<file path="src/rtl/mips_pkg.sv">
// Shared types and constants for the instruction-memory loader.
package mips_pkg;

    typedef enum logic [2:0] {
        IDLE,
        HEADER,
        DATA,
        CHECK,
        DONE,
        ERROR
    } loader_state_t;

    localparam int BYTES_PER_WORD = 4;

endpackage

</file>
<file path="src/rtl/im_loader_if.sv">
// Byte-stream input and instruction-memory write port of the loader.
interface im_loader_if #(
    parameter int ADDR_WIDTH  = 8,
    parameter int INSTR_WIDTH = 32
);
    logic [7:0]             byte_in;
    logic                   byte_valid;
    logic                   byte_ready;
    logic                   im_we;
    logic [ADDR_WIDTH-1:0]  im_address;
    logic [INSTR_WIDTH-1:0] im_data;

    modport master (
        input  byte_in, byte_valid,
        output byte_ready, im_we, im_address, im_data
    );

    modport slave (
        output byte_in, byte_valid,
        input  byte_ready, im_we, im_address, im_data
    );
endinterface

</file>
<file path="src/rtl/im_loader_byte_packer.sv">
// Collects bytes MSB first into an instruction word; flags the accepting edge of the last byte.
module byte_packer
    import mips_pkg::*;
#(
    parameter int INSTR_WIDTH = 32
) (
    input  logic                   clk,
    input  logic                   asyn_n_rst,
    input  logic                   clear,
    input  logic                   shift_en,
    input  logic [7:0]             byte_in,
    output logic [INSTR_WIDTH-1:0] word,
    output logic                   word_valid
);

    logic [INSTR_WIDTH-1:0] shift_reg;
    logic [1:0]             byte_cnt;

    // word is the value the shift register takes on this edge, so it can be written without a stall
    assign word       = {shift_reg[INSTR_WIDTH-9:0], byte_in};
    assign word_valid = shift_en && (byte_cnt == 2'(BYTES_PER_WORD - 1));

    always_ff @(posedge clk or negedge asyn_n_rst) begin
        if (!asyn_n_rst) begin
            shift_reg <= '0;
            byte_cnt  <= '0;
        end else if (clear) begin
            shift_reg <= '0;
            byte_cnt  <= '0;
        end else if (shift_en) begin
            shift_reg <= word;
            byte_cnt  <= byte_cnt + 2'd1;
        end
    end

endmodule

</file>
<file path="src/rtl/im_loader.sv">
// Loads a framed, XOR-checksummed byte stream into instruction memory and holds the core in reset until it verifies.
module im_loader
    import mips_pkg::*;
#(
    parameter int ADDR_WIDTH  = 8,
    parameter int INSTR_WIDTH = 32
) (
    input  logic       clk,
    input  logic       asyn_n_rst,
    input  logic       start,
    im_loader_if.master bus,
    output logic       cpu_rst_n,
    output logic       busy,
    output logic       done,
    output logic       error
);

    loader_state_t          state, next_state;
    logic [ADDR_WIDTH:0]    word_cnt;
    logic [7:0]             header;
    logic [7:0]             csum;
    logic                   load;
    logic                   xfer;
    logic                   last_word;
    logic                   cpu_rst_q;
    logic [INSTR_WIDTH-1:0] word;
    logic                   word_valid;

    assign bus.byte_ready = (state == HEADER) || (state == DATA) || (state == CHECK);
    assign xfer           = bus.byte_valid && bus.byte_ready;
    // word_cnt is one bit wider than the address so the final word (H=255) is still distinguishable
    assign last_word      = (word_cnt == (ADDR_WIDTH + 1)'(header));

    byte_packer #(
        .INSTR_WIDTH(INSTR_WIDTH)
    ) u_packer (
        .clk        (clk),
        .asyn_n_rst (asyn_n_rst),
        .clear      (load),
        .shift_en   (xfer && (state == DATA)),
        .byte_in    (bus.byte_in),
        .word       (word),
        .word_valid (word_valid)
    );

    always_comb begin
        next_state = state;
        load       = 1'b0;
        case (state)
            IDLE, DONE, ERROR: begin
                if (start) begin
                    next_state = HEADER;
                    load       = 1'b1;
                end
            end
            HEADER: if (xfer) next_state = DATA;
            DATA:   if (word_valid && last_word) next_state = CHECK;
            CHECK:  if (xfer) next_state = (bus.byte_in == csum) ? DONE : ERROR;
            default: next_state = IDLE;
        endcase
    end

    always_ff @(posedge clk or negedge asyn_n_rst) begin
        if (!asyn_n_rst) begin
            state          <= IDLE;
            word_cnt       <= '0;
            header         <= '0;
            csum           <= '0;
            bus.im_we      <= 1'b0;
            bus.im_address <= '0;
            bus.im_data    <= '0;
            busy           <= 1'b0;
            done           <= 1'b0;
            error          <= 1'b0;
            cpu_rst_q      <= 1'b0;
        end else begin
            state     <= next_state;
            bus.im_we <= 1'b0;
            if (load) begin
                word_cnt <= '0;
                csum     <= '0;
            end
            if (state == HEADER && xfer) begin
                header <= bus.byte_in;
                csum   <= bus.byte_in;
            end
            if (state == DATA && xfer) begin
                csum <= csum ^ bus.byte_in;
            end
            if (word_valid) begin
                bus.im_we      <= 1'b1;
                bus.im_data    <= word;
                bus.im_address <= word_cnt[ADDR_WIDTH-1:0];
                word_cnt       <= word_cnt + 1'b1;
            end
            // status flags reflect the state being entered, so they change on the same edge as the state
            busy      <= (next_state == HEADER) || (next_state == DATA) || (next_state == CHECK);
            done      <= (next_state == DONE);
            error     <= (next_state == ERROR);
            cpu_rst_q <= (next_state == DONE);
        end
    end

    // Gating with the loader reset releases the core reset only while the loader itself is out of reset
    assign cpu_rst_n = cpu_rst_q & asyn_n_rst;

endmodule

</file>
<file path="src/flat_wrapper.sv">
// flat-port wrapper written by rule: the top's interface ports become plain ports
module im_loader_flat import mips_pkg::*;
#(
    parameter int ADDR_WIDTH  = 8,
    parameter int INSTR_WIDTH = 32
)
  (clk, asyn_n_rst, start, cpu_rst_n, busy, done, error, bus_byte_in, bus_byte_valid, bus_byte_ready, bus_im_we, bus_im_address, bus_im_data);
  im_loader_if #(.ADDR_WIDTH(ADDR_WIDTH), .INSTR_WIDTH(INSTR_WIDTH)) bus_i ();
  input  logic clk;
  input  logic asyn_n_rst;
  input  logic start;
  output logic cpu_rst_n;
  output logic busy;
  output logic done;
  output logic error;
  input wire logic [$bits(bus_i.byte_in)-1:0] bus_byte_in;
  input wire logic [$bits(bus_i.byte_valid)-1:0] bus_byte_valid;
  output wire logic [$bits(bus_i.byte_ready)-1:0] bus_byte_ready;
  output wire logic [$bits(bus_i.im_we)-1:0] bus_im_we;
  output wire logic [$bits(bus_i.im_address)-1:0] bus_im_address;
  output wire logic [$bits(bus_i.im_data)-1:0] bus_im_data;
  assign bus_i.byte_in = bus_byte_in;
  assign bus_i.byte_valid = bus_byte_valid;
  assign bus_byte_ready = bus_i.byte_ready;
  assign bus_im_we = bus_i.im_we;
  assign bus_im_address = bus_i.im_address;
  assign bus_im_data = bus_i.im_data;
  im_loader #(.ADDR_WIDTH(ADDR_WIDTH), .INSTR_WIDTH(INSTR_WIDTH)) u_core (.clk(clk), .asyn_n_rst(asyn_n_rst), .start(start), .bus(bus_i), .cpu_rst_n(cpu_rst_n), .busy(busy), .done(done), .error(error));
endmodule
</file>
<file path="config.mk">
export PLATFORM = sky130hd
export DESIGN_NAME = im_loader_flat
export DESIGN_NICKNAME = d
export VERILOG_FILES = /design/src/rtl/mips_pkg.sv /design/src/rtl/im_loader_if.sv /design/src/rtl/im_loader_byte_packer.sv /design/src/rtl/im_loader.sv /design/src/flat_wrapper.sv
export SDC_FILE = /design/constraint.sdc
export NUM_CORES = 1
export LEC_CHECK = 0
export CAP_MARGIN = 20
export CORE_MARGIN = 5
export CORE_UTILIZATION = 58
export DETAILED_ROUTE_END_ITERATION = 12
export PLACE_DENSITY = 0.84
export SETUP_SLACK_MARGIN = 0.3
export SYNTH_ARGS = -nofsm -noshare
export SYNTH_HDL_FRONTEND = slang
export SYNTH_SLANG_ARGS = --single-unit
</file>
<file path="constraint.sdc">
create_clock -name clk -period 3.8 [get_ports clk]
set_clock_uncertainty 0.05 [all_clocks]
set_input_delay 0.38 -clock clk [delete_from_list [all_inputs] [get_ports clk]]
set_output_delay 0.38 -clock clk [all_outputs]
set_load 0.01 [all_outputs]
</file>
==> results_dict.tcl, run 1 <==
set metrics [dict create \
    outcome "finished, final reports clean" \
    path_max_fanout 52 \
    power_density_mw_per_mm2 630 \
    clk_pin_slew_ns 0.09 \
    critical_path_class "register to register" \
    rsz0062_at_grt "false" \
    htree_levels 3 \
    yosysWarnings 0 \
    busiest_layer "met2" \
    crit_slowest_cell "dfrtp_1" \
    yosysTopAreaCell "dfrtp_1" \
    synth_edf_count 0 \
    hold_class "input pin to asynchronous set/reset pin" \
    cap_violations 0 \
    ant_nets 0 \
    synthesis.area_mm2 0.00418 \
    port_buffers 57 \
    cp-startpoint "u_core.state[1]" \
    ys.flop_type "dfrtp_1" \
    drc 0 \
    arrival_ns 2.63 \
    met1_usage_pct 29.3 \
    ctsResizeCount 0 \
    drtIter0Drc 256 \
    crit_chain "and4bb_1, buf_4, nand2_4, clkinv_4, nand4_1, mux2i_1" \
    final_cells 586 \
    grt_util_all_layers_pct 20.7 \
    grt_pass1_vias 3059 \
    synthCells 432 \
    fin_crit_ns 2.40 \
    core_mm2 0.00714 \
    clock-root-buffer "clkbuf_8" \
    critical_path_buf_inv_count 2 \
    wl_per_cell_um 14.5 \
    dr.pass1.iters 5 \
    antenna_found_initial 0 \
    rr_startpoint "u_core.state[1]" \
    synth.ff_latch_count 98 \
    leakagePower_nw 2.55 \
    initial_core_util_pct 58.6 \
    fmaxAchievable_mhz 416 \
    dp_hpwl_um 5860 \
    ctsHoldBuffers 1 \
    synth_cell_types 40 \
    die_w_um 94.9 \
    finalMaxSlewViolations 0 \
    clk_latency_ns 0.35 \
    synth_nets 446 \
    final-setup-viol-count 0 \
    worst_slack_ns 1.40 \
    die_height_um 94.9 \
    final_cell_mix "nand2_1 (195), dfrtp_1 (98), clkdlybuf4s50_1 (56), xnor2_1 (18), a22o_1 (17)" \
    die_area_mm2 0.00901 \
    clock-sinks 98 \
    regToRegSetupSlack_ns 1.40 \
    final_common_cell "nand2_1" \
    max_slew_margin_pct 37.6 \
    synth_area_leaders "dfrtp_1 (59%), nand2_1 (17%), xnor2_1 (3.8%), a22o_1 (3.6%), nand4_1 (2.2%)" \
    yosysTopAreaCellShare_pct 58.6 \
    register_area_mm2 0.00245 \
    area_delta_synth_final_pct 20.0 \
    drive_gt1_share_pct 5.95 \
    grtUsageMet2_pct 31.2 \
    vias 3140 \
    vias_per_cell 5.36 \
    crit_family "simple AND/OR/NAND/NOR gates" \
    rows 31 \
    fin_area_mm2 0.00502 \
    period_share_pct 63.3 \
    ys_seq_area_share_pct 58.6 \
    syn_area_per_cell_um2 9.69 \
    hold_violations 0 \
    grt_max_degree 78 \
    synth-async-reset-ratio_pct 100 \
    tns_ns 0 \
    cp-end-kind "register" \
    clockBufferDepth 2 \
    gr-usage-met3_pct 4.14 \
    grt_pass1_wl_um 14400 \
    io_pins 58 \
    required_ns 4.03 \
    start_kind "register" \
    vdd_drop_max_uv 378 \
    nFillCells 539 \
    total_power_mw 3.16 \
    post_dp_cell_area_mm2 0.00476 \
    tightest_slew_ns 0.931 \
    cts_tree "done" \
    grt_overflow 0 \
    gp_congestion 0.855 \
    cts_buffers 9 \
    antenna_cells 0 \
    wl_um 8520 \
    max_stage_delay_ns 0.50 \
    multi_input_area_mm2 0.00158 \
    dp.cells 569 \
    cts_setup_buffers 0 \
    largest_register_ffs 32 \
    final_nets 496 \
    dp_slack_ns 0.998 \
]
[cells in the mapped netlist, types with 2 or more instances]
cell type,instances
o21ai_0,11
nor2_1,10
nand4_1,15
a21oi_1,3
clkbuf_1,3
nand2b_1,3
buf_6,4
ha_1,2
mux2i_1,6
and2_1,2
and3_1,3
nand2_1,195
xnor2_1,18
a22o_1,17
buf_2,12
inv_1,3
nand3_1,3
nor3_1,2
nand2_2,2
dfrtp_1,98
[metrics by stage]
step / hold WS (ns) / util (%)
global route: 0.411 / 70.4
CTS: 0.394 / 70.4
global placement: 0.232 / 66.7
detailed placement: 0.241 / 66.7
floorplan: 0.0344 / -
finish: 0.402 / 70.4
[per-layer routing]
metal,up-vias,part of all wire (%)
li1,1509,-
met1,1505,45
met2,109,47
met3,17,5.9
met4,0,1.9
met5,-,0
[final timing paths]
check | end | depth (start not counted)
setup / recovery | u_core.word_cnt[7] | 6
hold / removal | u_core.busy | 2
setup reg to reg | u_core.word_cnt[7] | 6
hold reg to reg | u_core.bus.im_data[30] | 2
max in group asynchronous | u_core.u_packer.shift_reg[11] | 3
min in group clk | u_core.bus.im_data[30] | 2
[cell type report]
| class | count | area share, % |
|---|---|---|
| Clock buffer | 10 | 2.74 |
| Clock inverter | 6 | 2.22 |
| Inverter | 4 | 0.399 |
| Multi-Input combinational cell | 309 | 31.5 |
| Sequential cell | 98 | 48.8 |
| Tap cell | 99 | 2.47 |
| Timing Repair Buffer | 60 | 11.8 |
[cells by family after synthesis]
| group | Yosys count | share of synthesized area (%) |
|---|---|---|
| buffers and inverters | 25 | 3.53 |
| adder cells (fa/ha/maj) | 2 | 0.598 |
| flip-flops | 98 | 58.6 |
| multiplexers | 6 | 1.44 |
| XOR/XNOR | 19 | 3.98 |
| AND/OR/NAND/NOR | 244 | 24.6 |
| AO/OA/AOI/OAI | 38 | 7.21 |
[report_power, final]
part | leakage (nW) | switching, mW | internal (mW)
logic | 1.09 | 0.469 | 0.394
registers | 1.33 | 0.209 | 1.29
clock network | 0.123 | 0.351 | 0.457
Power figures use the tool's default switching activity.
==> run 2: changes to the inputs <==
- CORE_UTILIZATION: 58 -> 49
- PLACE_DENSITY: 0.84 -> 0.76
- clock period: 3.8 -> 2.1 ns (I/O delays scaled with it)
==> run 2 against run 1 <==
Compared with the run above: die area up 16%; routed wire length is 6.6% higher; sequential share of layout area down 0.97 points; utilization decreased by 8.2 points; sequential power increased by 82%; combinational power up 94%; critical path depth is 2 lower.
==> results_dict.tcl, run 2 (same netlist as run 1, synthesis figures left out) <==
set metrics [dict create \
    outcome "finished, final reports clean" \
    start_kind "input pin" \
    period_share_pct 82.9 \
    ant_nets 0 \
    final_common_cell "nand2_1" \
    arrival_ns 1.48 \
    core_mm2 0.00826 \
    largest_register_ffs 32 \
    port_buffers 57 \
    dr.pass1.iters 4 \
    grt_pass1_vias 3093 \
    hold_violations 0 \
    die_area_mm2 0.0105 \
    antenna_found_initial 0 \
    area_delta_synth_final_pct 22.7 \
    rows 33 \
    nFillCells 712 \
    cp-end-kind "output pin" \
    drc 0 \
    rsz0062_at_grt "false" \
    final-setup-viol-count 0 \
    post_dp_cell_area_mm2 0.00490 \
    clockBufferDepth 2 \
    fin_crit_ns 1.74 \
    vdd_drop_max_uv 810 \
    finalMaxSlewViolations 0 \
    clock-sinks 98 \
    final_nets 511 \
    grt_util_all_layers_pct 18.8 \
    io_pins 58 \
    cap_violations 0 \
    leakagePower_nw 2.61 \
    final_cell_mix "nand2_1 (195), dfrtp_1 (95), clkdlybuf4s50_1 (55), xnor2_1 (18), a22o_1 (17)" \
    wl_um 9080 \
    path_max_fanout 2 \
    clk_pin_slew_ns 0.10 \
    fmaxAchievable_mhz 574 \
    dp_hpwl_um 6150 \
    drtIter0Drc 187 \
    die_w_um 102 \
    die_height_um 102 \
    vias_per_cell 5.28 \
    tightest_slew_ns 0.702 \
    grt_pass1_wl_um 15100 \
    fin_area_mm2 0.00513 \
    clk_latency_ns 0.37 \
    cts_tree "done" \
    antenna_cells 0 \
    multi_input_area_mm2 0.00160 \
    final_cells 607 \
    power_density_mw_per_mm2 1080 \
    max_slew_margin_pct 53.2 \
    register_area_mm2 0.00246 \
    drive_gt1_share_pct 9.76 \
    tns_ns 0 \
    required_ns 1.84 \
    htree_levels 3 \
    critical_path_class "input pin to output pin" \
    vias 3204 \
    grt_max_degree 99 \
    initial_core_util_pct 50.7 \
    hold_class "input pin to asynchronous set/reset pin" \
    cts_buffers 9 \
    dp.cells 589 \
    grt_overflow 0 \
    gp_congestion 0.783 \
    wl_per_cell_um 15.0 \
    clock-root-buffer "clkbuf_8" \
]
==> run 2: cell count changes in the layout (fill, tap and decap cells not counted), moves of 2 or more <==
cell | before | now
buf_4 | 3 | 16
bufinv_16 | 3 | 0
dfrtp_1 | 98 | 95
buf_12 | 0 | 2
dfrtp_2 | 0 | 3
clkinv_4 | 1 | 3
==> run 2: worst paths after layout <==
| path | slack, ns | endpoint | cells past startpoint | startpoint |
|---|---|---|---|---|
| worst min register to register | 0.43 | u_core.bus.im_data[30] | 2 | u_core.u_packer.shift_reg[22] |
| worst min-delay path | 0.37 | u_core.header[7] | 3 | asyn_n_rst |
| worst max register to register | 0.40 | u_core.bus.im_data[26] | 7 | u_core.state[2] |
| max in group asynchronous | 1.23 | u_core.u_packer.shift_reg[22] | 3 | asyn_n_rst |
| worst max-delay path | 0.36 | cpu_rst_n | 4 | asyn_n_rst |
| min in group clk | 0.43 | u_core.bus.im_data[30] | 2 | u_core.u_packer.shift_reg[22] |
==> run 2: repair_timing <==
| action | in CTS | in global routing |
|---|---|---|
| setup endpoints to repair | 2 | 54 |
| buffers inserted | 1 | 0 |
| gates resized for setup | 4 | 5 |
| hold endpoints to repair | 98 | 0 |
| hold buffers | 1 | 0 |
==> run 2: area by class of cell <==
class,count,area share (%)
clock buffers,9,2.41
clock inverters,7,1.27
well taps,105,2.56
multi-input cells,309,31.3
repair buffers,75,14.2
inverters,4,0.439
flip-flops and latches,98,47.9
==> run 2: critical path: stages <==
cell and delay [ns]:
dlygate4sd3_1 0.52, buf_4 0.12, and2_1 0.11, clkdlybuf4s50_1 0.53
==> run 2: through the flow <==
stage / utilization [%] / power, mW / setup WS [ns] / hold WS, ns
finish: 62.2 / 5.54 / 0.358 / 0.365
global route: 62.2 / 5.88 / 0.299 / 0.424
detailed placement: 59.3 / 4.35 / 0.0860 / 0.264
global placement: 59.3 / 4.28 / 0.123 / 0.261
CTS: 61.9 / 5.52 / 0.289 / 0.395
floorplan: - / 3.75 / 0.620 / -0.136
==> run 2: routing by layer <==
layer | vias up | part of all wire (%) | track usage [%]
li1 | 1546 | - | -
met4 | 0 | 1.4 | 8.27
met1 | 1544 | 45 | 26.6
met5 | - | 0 | 0
met2 | 102 | 47 | 27.9
met3 | 12 | 6.2 | 4.10
==> run 2: report_power, final <==
group | total, mW | leakage, nW | internal [mW] | switching, mW
clock network | 1.15 | 0.0969 | 0.453 | 0.701
registers | 2.71 | 1.33 | 2.33 | 0.377
logic | 1.68 | 1.18 | 0.780 | 0.896
==> run 3: changes to the inputs <==
- CORE_UTILIZATION: 49 -> 54
- PLACE_DENSITY: 0.76 -> 0.79
- clock period: 2.1 -> 1.8 ns (I/O delays scaled with it)
==> run 3 against run 2 <==
Compared with the run above: cell area up 12%; utilization up 13 points; register-to-register slack worse by 0.31 ns; flip-flop and latch count unchanged; combinational power up 79%; routed wire length up 21%; worst setup slack worse by 0.27 ns; non-clock buffer count up 42; hold slack worse by 0.024 ns; count of clock-buffer cells in the layout unchanged; cell count up 6.8%; via count up 12%; largest cell class unchanged.
==> results_dict.tcl, run 3 (same netlist as run 1, synthesis figures left out) <==
set metrics [dict create \
    grt_pass1_wl_um 17600 \
    ant_nets 0 \
    area_delta_synth_final_pct 37.4 \
    hold_violations 0 \
    arrival_ns 1.94 \
    power_density_mw_per_mm2 1300 \
    vias_per_cell 5.52 \
    path_max_fanout 5 \
    clk_latency_ns 0.37 \
    finalMaxSlewViolations 0 \
    dr.pass1.iters 5 \
    clock-root-buffer "clkbuf_8" \
    vdd_drop_max_uv 1050 \
    vias 3574 \
    grt_util_all_layers_pct 22.5 \
    wl_um 11000 \
    clockBufferDepth 2 \
    cap_violations 0 \
    gp_congestion 0.900 \
    final_nets 555 \
    io_pins 58 \
    required_ns 2.03 \
    fin_area_mm2 0.00575 \
    dp_hpwl_um 6460 \
    crit_slowest_cell "dfrtp_1" \
    hold_class "input pin to asynchronous set/reset pin" \
    grt_max_degree 99 \
    drive_gt1_share_pct 23.1 \
    final_common_cell "nand2_1" \
    critical_path_class "register to register" \
    outcome "finished, final reports clean" \
    drc 0 \
    clk_pin_slew_ns 0.10 \
    fin_crit_ns 1.71 \
    rows 32 \
    core_mm2 0.00765 \
    tns_ns 0 \
    port_buffers 57 \
    period_share_pct 94.8 \
    max_stage_delay_ns 0.38 \
    die_w_um 98.0 \
    largest_register_ffs 32 \
    post-route-util_pct 75.2 \
    cts_buffers 9 \
    die_height_um 98.0 \
    die_area_mm2 0.00961 \
    wl_per_cell_um 16.9 \
    max_slew_margin_pct 65.9 \
    cts_tree "done" \
    final-setup-viol-count 0 \
    tightest_slew_ns 0.512 \
    initial_core_util_pct 54.7 \
    start_kind "register" \
    fmaxAchievable_mhz 586 \
    rsz0062_at_grt "true" \
    grt_pass1_vias 3662 \
    final_cell_mix "nand2_1 (181), dfrtp_1 (97), buf_4 (40), dlygate4sd2_1 (35), a22o_1 (17)" \
    antenna_cells 0 \
    total_power_mw 7.47 \
    post_dp_cell_area_mm2 0.00506 \
    htree_levels 3 \
    leakagePower_nw 3.20 \
    whs_ns 0.341 \
    crit_chain "buf_6, buf_4, nand2b_1, nor4_2, nand4_1, o31ai_4" \
    grt_overflow 0 \
    cp-end-kind "register" \
    regToRegSetupSlack_ns 0.09 \
    drtIter0Drc 343 \
    clock-sinks 98 \
    antenna_found_initial 0 \
]
==> run 3: cell types whose count changed in the layout (fill, tap and decap cells not counted), moves of 7 or more <==
cell             delta
nand2_1            -14
xnor2_1             -7
dlygate4sd2_1      +34
buf_4              +24
clkdlybuf4s50_1    -43
buf_6              +13
nand2_2            +14
xnor2_2             +7
dlymetal6s2s_1      +7
==> run 3: power by group <==
part           switching (mW)  internal [mW]  leakage [nW]  total, mW
combinational            1.50           1.50          1.78       3.00
clock                   0.809          0.515        0.0875       1.32
sequential              0.431           2.71          1.33       3.15
total                    2.74           4.73          3.20       7.47
==> run 3: area by class of cell <==
type	count	area (µm²)
flip-flops and latches	98	2450
repair inverters	1	8.76
repair buffers	117	1120
multi-input cells	310	1830
inverters	4	27.5
clock inverters	7	53.8
clock buffers	9	124
well taps	102	128
fillers	493	1900
==> run 3: path summary, 6_finish.rpt <==
path,from,to,cells after the start
max,u_core.state[1],u_core.state[0],6
min,asyn_n_rst,u_core.busy,3
max reg2reg,u_core.state[1],u_core.state[0],6
min reg2reg,u_core.bus.im_address[0],u_core.bus.im_address[0],2
max in group asynchronous,asyn_n_rst,u_core.u_packer.shift_reg[23],3
min in group clk,u_core.bus.im_address[0],u_core.bus.im_address[0],2
==> run 3: worst max-delay path: cells and delay by family (launching register included) <==
family                 cells  cell delay [ns]
flip-flops                 1             0.38
AND/OR/NAND/NOR            3             0.67
AO/OA/AOI/OAI              1             0.25
buffers and inverters      2             0.27
==> run 3: per-stage QoR <==
step | worst slack [ns] | std cells
2_1_floorplan | 0.320 | 432
3_3_place_gp | -0.0379 | 606
6_report | 0.0929 | 648
3_5_place_dp | -0.149 | 606
4_1_cts | 0.184 | 645
5_1_grt | -0.00531 | 648
==> run 3: per-layer routing <==
metal | up-vias | part of all wire, % | GRT usage, % | routed length, µm
met5 | - | 0 | 0 | 0
met4 | 0 | 1.9 | 9.69 | 204
met3 | 21 | 6.6 | 3.43 | 719
met2 | 141 | 50 | 36.7 | 5490
met1 | 1768 | 42 | 30.0 | 4550
li1 | 1644 | - | - | -
==> run 3: timing repair <==
| action | 4_1_cts | 5_1_grt |
|---|---|---|
| buffers inserted | 20 | 3 |
| setup endpoints to repair | 124 | 105 |
| endpoints found under the hold margin | 98 | 0 |
| gates resized for setup | 71 | 52 |
| pin swaps | 11 | 13 |
| gates cloned | 2 | 0 |
| hold buffers | 1 | 0 |
